File: src/rtl/fetch_sequencer_if.sv
// Bundle between the fetch sequencer, instruction memory and decode.
// The master side is the sequencer; the slave side is its environment.
interface fetch_sequencer_if;
    logic [31:0] imem_addr;
    logic [31:0] imem_instr;
    logic        redirect_valid;
    logic [31:0] redirect_pc;
    logic        stall;
    logic        halt_req;
    logic        instr_valid;
    logic [31:0] instr;
    logic [31:0] instr_pc;
    logic        halted;
    logic        misaligned;

    modport master (
        output imem_addr, instr_valid, instr, instr_pc, halted, misaligned,
        input  imem_instr, redirect_valid, redirect_pc, stall, halt_req
    );

    modport slave (
        input  imem_addr, instr_valid, instr, instr_pc, halted, misaligned,
        output imem_instr, redirect_valid, redirect_pc, stall, halt_req
    );
endinterface

File: src/rtl/fetch_sequencer.sv
// PC sequencer and instruction-stream controller: issues one fetch per cycle,
// captures the one-cycle memory response and feeds decode through a skid buffer.
module fetch_sequencer #(
    parameter logic [31:0] RESET_PC = 32'h0000_0000
) (
    input  logic               clk,
    input  logic               rst_n,
    fetch_sequencer_if.master  bus
);
    typedef enum logic [1:0] {RUN, HALT, TRAP} state_t;

    state_t      state_q, state_d;
    logic [31:0] pc_q, pc_d;
    logic        rsp_valid_q, rsp_valid_d;
    logic [31:0] rsp_pc_q, rsp_pc_d;
    logic        instr_valid_q, instr_valid_d;
    logic [31:0] instr_q, instr_d;
    logic [31:0] instr_pc_q, instr_pc_d;
    logic        skid_valid_q, skid_valid_d;
    logic [31:0] skid_instr_q, skid_instr_d;
    logic [31:0] skid_pc_q, skid_pc_d;
    logic        halted_q, halted_d;
    logic        misaligned_q, misaligned_d;
    logic        redirect;
    logic        issue;

    always_comb begin
        state_d       = state_q;
        pc_d          = pc_q;
        rsp_valid_d   = 1'b0;
        rsp_pc_d      = rsp_pc_q;
        instr_valid_d = instr_valid_q;
        instr_d       = instr_q;
        instr_pc_d    = instr_pc_q;
        skid_valid_d  = skid_valid_q;
        skid_instr_d  = skid_instr_q;
        skid_pc_d     = skid_pc_q;
        misaligned_d  = misaligned_q;

        // A trapped sequencer ignores redirects; only reset brings it back.
        redirect = bus.redirect_valid && (state_q != TRAP);
        issue    = (state_q == RUN) && !bus.redirect_valid && !bus.stall && !bus.halt_req;

        if (redirect) begin
            pc_d          = bus.redirect_pc;
            skid_valid_d  = 1'b0;
            instr_valid_d = 1'b0;
            if (bus.redirect_pc[1:0] != 2'b00) begin
                state_d      = TRAP;
                misaligned_d = 1'b1;
            end else begin
                state_d = RUN;
            end
        end else begin
            rsp_valid_d = issue;
            if (issue) begin
                rsp_pc_d = pc_q;
                pc_d     = pc_q + 32'd4;
            end
            if ((state_q == RUN) && bus.halt_req) begin
                state_d = HALT;
            end

            // The skid word is older than any response in flight, so it leaves first.
            if (!bus.stall) begin
                if (skid_valid_q) begin
                    instr_valid_d = 1'b1;
                    instr_d       = skid_instr_q;
                    instr_pc_d    = skid_pc_q;
                    skid_valid_d  = rsp_valid_q;
                    if (rsp_valid_q) begin
                        skid_instr_d = bus.imem_instr;
                        skid_pc_d    = rsp_pc_q;
                    end
                end else if (rsp_valid_q) begin
                    instr_valid_d = 1'b1;
                    instr_d       = bus.imem_instr;
                    instr_pc_d    = rsp_pc_q;
                end else begin
                    instr_valid_d = 1'b0;
                end
            end else if (rsp_valid_q) begin
                skid_valid_d = 1'b1;
                skid_instr_d = bus.imem_instr;
                skid_pc_d    = rsp_pc_q;
            end
        end

        halted_d = (state_d != RUN);
    end

    always_ff @(posedge clk or negedge rst_n) begin
        if (!rst_n) begin
            state_q       <= RUN;
            pc_q          <= RESET_PC;
            rsp_valid_q   <= 1'b0;
            rsp_pc_q      <= 32'h0;
            instr_valid_q <= 1'b0;
            instr_q       <= 32'h0;
            instr_pc_q    <= 32'h0;
            skid_valid_q  <= 1'b0;
            skid_instr_q  <= 32'h0;
            skid_pc_q     <= 32'h0;
            halted_q      <= 1'b0;
            misaligned_q  <= 1'b0;
        end else begin
            state_q       <= state_d;
            pc_q          <= pc_d;
            rsp_valid_q   <= rsp_valid_d;
            rsp_pc_q      <= rsp_pc_d;
            instr_valid_q <= instr_valid_d;
            instr_q       <= instr_d;
            instr_pc_q    <= instr_pc_d;
            skid_valid_q  <= skid_valid_d;
            skid_instr_q  <= skid_instr_d;
            skid_pc_q     <= skid_pc_d;
            halted_q      <= halted_d;
            misaligned_q  <= misaligned_d;
        end
    end

    assign bus.imem_addr   = pc_q;
    assign bus.instr_valid = instr_valid_q;
    assign bus.instr       = instr_q;
    assign bus.instr_pc    = instr_pc_q;
    assign bus.halted      = halted_q;
    assign bus.misaligned  = misaligned_q;
endmodule
File: src/flat_wrapper.sv
// flat-port wrapper written by rule: the top's interface ports become plain ports
module fetch_sequencer_flat 
#(
    parameter logic [31:0] RESET_PC = 32'h0000_0000
)
  (clk, rst_n, bus_imem_addr, bus_instr_valid, bus_instr, bus_instr_pc, bus_halted, bus_misaligned, bus_imem_instr, bus_redirect_valid, bus_redirect_pc, bus_stall, bus_halt_req);
  fetch_sequencer_if bus_i ();
  input  logic clk;
  input  logic rst_n;
  output wire logic [$bits(bus_i.imem_addr)-1:0] bus_imem_addr;
  output wire logic [$bits(bus_i.instr_valid)-1:0] bus_instr_valid;
  output wire logic [$bits(bus_i.instr)-1:0] bus_instr;
  output wire logic [$bits(bus_i.instr_pc)-1:0] bus_instr_pc;
  output wire logic [$bits(bus_i.halted)-1:0] bus_halted;
  output wire logic [$bits(bus_i.misaligned)-1:0] bus_misaligned;
  input wire logic [$bits(bus_i.imem_instr)-1:0] bus_imem_instr;
  input wire logic [$bits(bus_i.redirect_valid)-1:0] bus_redirect_valid;
  input wire logic [$bits(bus_i.redirect_pc)-1:0] bus_redirect_pc;
  input wire logic [$bits(bus_i.stall)-1:0] bus_stall;
  input wire logic [$bits(bus_i.halt_req)-1:0] bus_halt_req;
  assign bus_imem_addr = bus_i.imem_addr;
  assign bus_instr_valid = bus_i.instr_valid;
  assign bus_instr = bus_i.instr;
  assign bus_instr_pc = bus_i.instr_pc;
  assign bus_halted = bus_i.halted;
  assign bus_misaligned = bus_i.misaligned;
  assign bus_i.imem_instr = bus_imem_instr;
  assign bus_i.redirect_valid = bus_redirect_valid;
  assign bus_i.redirect_pc = bus_redirect_pc;
  assign bus_i.stall = bus_stall;
  assign bus_i.halt_req = bus_halt_req;
  fetch_sequencer #(.RESET_PC(RESET_PC)) u_core (.clk(clk), .rst_n(rst_n), .bus(bus_i));
endmodule
File: config.mk
export PLATFORM = sky130hd
export DESIGN_NAME = fetch_sequencer_flat
export DESIGN_NICKNAME = d
export VERILOG_FILES = /design/src/rtl/fetch_sequencer_if.sv /design/src/rtl/fetch_sequencer.sv /design/src/flat_wrapper.sv
export SDC_FILE = /design/constraint.sdc
export NUM_CORES = 1
export LEC_CHECK = 0
export ABC_AREA = 1
export BUFFER_PORTS_ARGS = -buffer_cell sky130_fd_sc_hd__buf_2
export CAP_MARGIN = 10
export CORE_MARGIN = 4
export CORE_UTILIZATION = 56
export DETAILED_ROUTE_END_ITERATION = 10
export HOLD_SLACK_MARGIN = 0.05
export PLACE_DENSITY = 0.76
export SLEW_MARGIN = 0
export SYNTH_ARGS = -nofsm -noshare
export SYNTH_HDL_FRONTEND = slang
export SYNTH_SLANG_ARGS = --single-unit
File: constraint.sdc
create_clock -name clk -period 2.05 [get_ports clk]
set_clock_uncertainty 0.1 [all_clocks]
set_input_delay 0.3075 -clock clk [delete_from_list [all_inputs] [get_ports clk]]
set_output_delay 0.3075 -clock clk [all_outputs]
set_load 0.01 [all_outputs]
==> metrics.yaml <==
floorplan:
  die-area_um2: 18010
  ios: 168
  coreArea_um2: 15430
  die_y_um: 134.2
  initial_core_util: 0.5782
  rows: 45
  die_w_um: 134.2
timing:
  hold-worst-slack_ns: 0.06682
  fin_crit_sh: 0.9350
  worst_slew_margin_rel: 0.6590
  fmax_mhz: 521.7
  min_period_ns: 1.917
  setup_ws_ns: 0.1332
  hold_viol_final: 0
  worstMarginPinSlew_ns: 0.5116
  rsz0062_at_grt: "no"
  maxSlewViolCount: 0
  setup_viol_count_final: 0
  tns_ns: 0
synth:
  syn_area_um2: 8920
  yosys-top-cells-count: "335 x nand2_1, 199 x dfrtp_1, 126 x nor2_1, 115 x o21ai_0, 114 x inv_1"
  yosys.area.top_type: "dfrtp_1"
  yosysMostFrequentCell: "nand2_1"
  yosysWarnings: 0
  yosysSeqAreaShare: 0.5583
  synth.distinct_cells: 31
  synth_flop_cell: "dfrtp_1"
  ys_ff_latch: 199
  async_reset_ff_frac: 1.000
  synthesis.nets: 1168
  synth_edf_count: 0
  synth_top_area_share: 0.5583
  synthCells: 1098
  synth.area.top_cells: "dfrtp_1 56%, nand2_1 14%, o21ai_0 6.5%, nor2_1 5.3%, inv_1 4.8%"
  syn_area_per_cell_um2: 8.124
clocking:
  clockRootBuffer: "clkbuf_16"
  clk_pin_slew_ns: 0.07
  cts_buffers: 17
  cts.sinks: 199
  post_cts_buffers: 0
  h-tree-depth: 4
  clk_latency_ns: 0.43
  cts_tree: "built"
  clock_path_buffers: 2
grt:
  gr-total-overflow: 0
  antenna_found_initial: 0
  grt_pass1_vias: 7434
  grt_usage: 0.2523
  grt_pass1_wl_mm: 36.96
  grt_max_degree: 130
route:
  wl_met3_mm: 1.371
  met2_length_mm: 10.06
  vias: 7797
  route.antenna.remaining_nets: 0
  routedWlPerCell_um: 14.50
  initialDrtViolationCount: 546
  top_layer: "met4"
  vias_per_cell: 5.140
  first_pass_iters: 5
  m1WireLength_mm: 10.15
  drc: 0
  drt_wl_total_mm: 22.00
layout:
  layout-drive-gt1-share: 0.1784
  regArea_um2: 4981
  fillers: 1237
  layout.nets: 1364
  stdcell_count: 1517
  fin_util: 0.7150
  fin_area_um2: 11030
  diodes: 0
  multi_input_area_um2: 3241
  syn_to_final_growth_pct: 23.66
critical_path:
  max_stage_delay_ns: 0.42
  worst_ep_required_time_ns: 2.27
  cp-end-kind: "flip-flop"
  worst-endpoint-arrival_ns: 2.13
  critPathMaxFanout: 5
  crit_top_cell: "nand2_1"
  critical_path.top_delay_family: "simple AND/OR/NAND/NOR gates"
  slowest_stage: "dfrtp_1"
  startpoint_type: "flip-flop"
  path_buf_inv: 0
  worstSetupPathType: "reg2reg"
  worstPathCellList: "ha_1 > nand2_1 > nor2_2 > nand2_1 > nor2_2 > nand2_1 > nor2_1 > nand2_1 > nand2_1 > nand3_1"
pwr:
  total_power_mw: 8.113
  cellPowerDensity_nw_per_um2: 735.5
  peakVddDrop_v: 0.0005803
  p_leak_nw: 5.480
placed_design:
  gp_congestion: 0.9232
  portBuffers: 167
  place_ws_ns: 0.09686
  place_inst: 1441
  dp_hpwl_mm: 14.95
  placed_area_um2: 10020
status:
  status: "finished clean"
run:
  drv_cap: 0
hold_path:
  holdCritPathClass: "in2reg"
[cell usage in the layout (no fill, tap or decap), types with 5 or more instances in the layout]
| master | count |
|---|---|
| a21oi_1 | 14 |
| nor2_1 | 124 |
| buf_2 | 166 |
| nand2_1 | 335 |
| inv_1 | 113 |
| nand3_1 | 28 |
| a31oi_1 | 64 |
| dlygate4sd3_1 | 45 |
| o21ai_0 | 115 |
| clkbuf_16 | 17 |
| o211ai_1 | 7 |
| buf_4 | 18 |
| dfrtp_1 | 198 |
| nand3b_1 | 5 |
| buf_12 | 6 |
[metal layers]
metal / global-route usage / vias to the layer above
li1: - / 3893
met1: 0.3645 / 3617
met2: 0.3953 / 257
met3: 0.04239 / 30
met4: 0.07749 / 0
met5: 0 / -
[cell type report]
cell class	count	area share
flip-flops and latches	199	0.4516
multi-input cells	724	0.2938
repair buffers	236	0.1405
clock buffers	20	0.04140
inverters	116	0.03947
well taps	211	0.02393
clock inverters	11	0.009301
[flip-flops by register name (all words and copies together) (netlist names)]
name,cells
u_core.bus.misaligned,1
u_core.bus.instr_pc,32
u_core.skid_valid_q,1
u_core.bus.halted,1
u_core.bus.instr_valid,1
u_core.bus.imem_addr,32
u_core.skid_pc_q,32
u_core.rsp_valid_q,1
u_core.state_q,2
u_core.skid_instr_q,32
u_core.rsp_pc_q,32
u_core.bus.instr,32
[where the power goes]
group          total [mW]  internal, mW  switching [mW]
sequential           4.21          4.10           0.114
combinational       0.729         0.330           0.399
clock                3.17          1.73            1.44
total                8.11          6.16            1.95
[repair_timing]
item	in CTS	in global routing
setup endpoints to repair	0	9
endpoints found under the hold margin	99	0
hold buffers	45	0
resized for setup	0	2
[cell families (layout without fill, tap and decap cells)]
group           count (synthesis)  after routing  share of synthesized area
xor+xnor                        5              5                   0.004909
flops                         199            199                     0.5583
simple gates                  506            506                     0.2222
compound gates                212            212                     0.1330
fa+ha+maj                       1              1                   0.001402
buf+inv                       175            383                    0.08023
[worst register-to-register path, stage by stage, from the launching register on]
cell	delay, ns
dfrtp_1	0.42
ha_1	0.23
nand2_1	0.08
nor2_2	0.13
nand2_1	0.12
nor2_2	0.19
nand2_1	0.13
nor2_1	0.20
nand2_1	0.08
nand2_1	0.06
nand3_1	0.06
[path summary, 6_finish.rpt]
kind,startpoint,end,slack [ns],cells after the start
max in group asynchronous,rst_n,u_core.bus.imem_addr[21],0.91,3
setup reg to reg,u_core.bus.imem_addr[2],u_core.bus.imem_addr[28],0.13,10
setup / recovery,u_core.bus.imem_addr[2],u_core.bus.imem_addr[28],0.13,10
hold / removal,bus_redirect_pc[20],u_core.bus.imem_addr[20],0.07,4
hold reg to reg,u_core.bus.misaligned,u_core.bus.misaligned,0.37,2
min in group asynchronous,rst_n,u_core.bus.misaligned,0.27,2
Power figures use the tool's default switching activity.
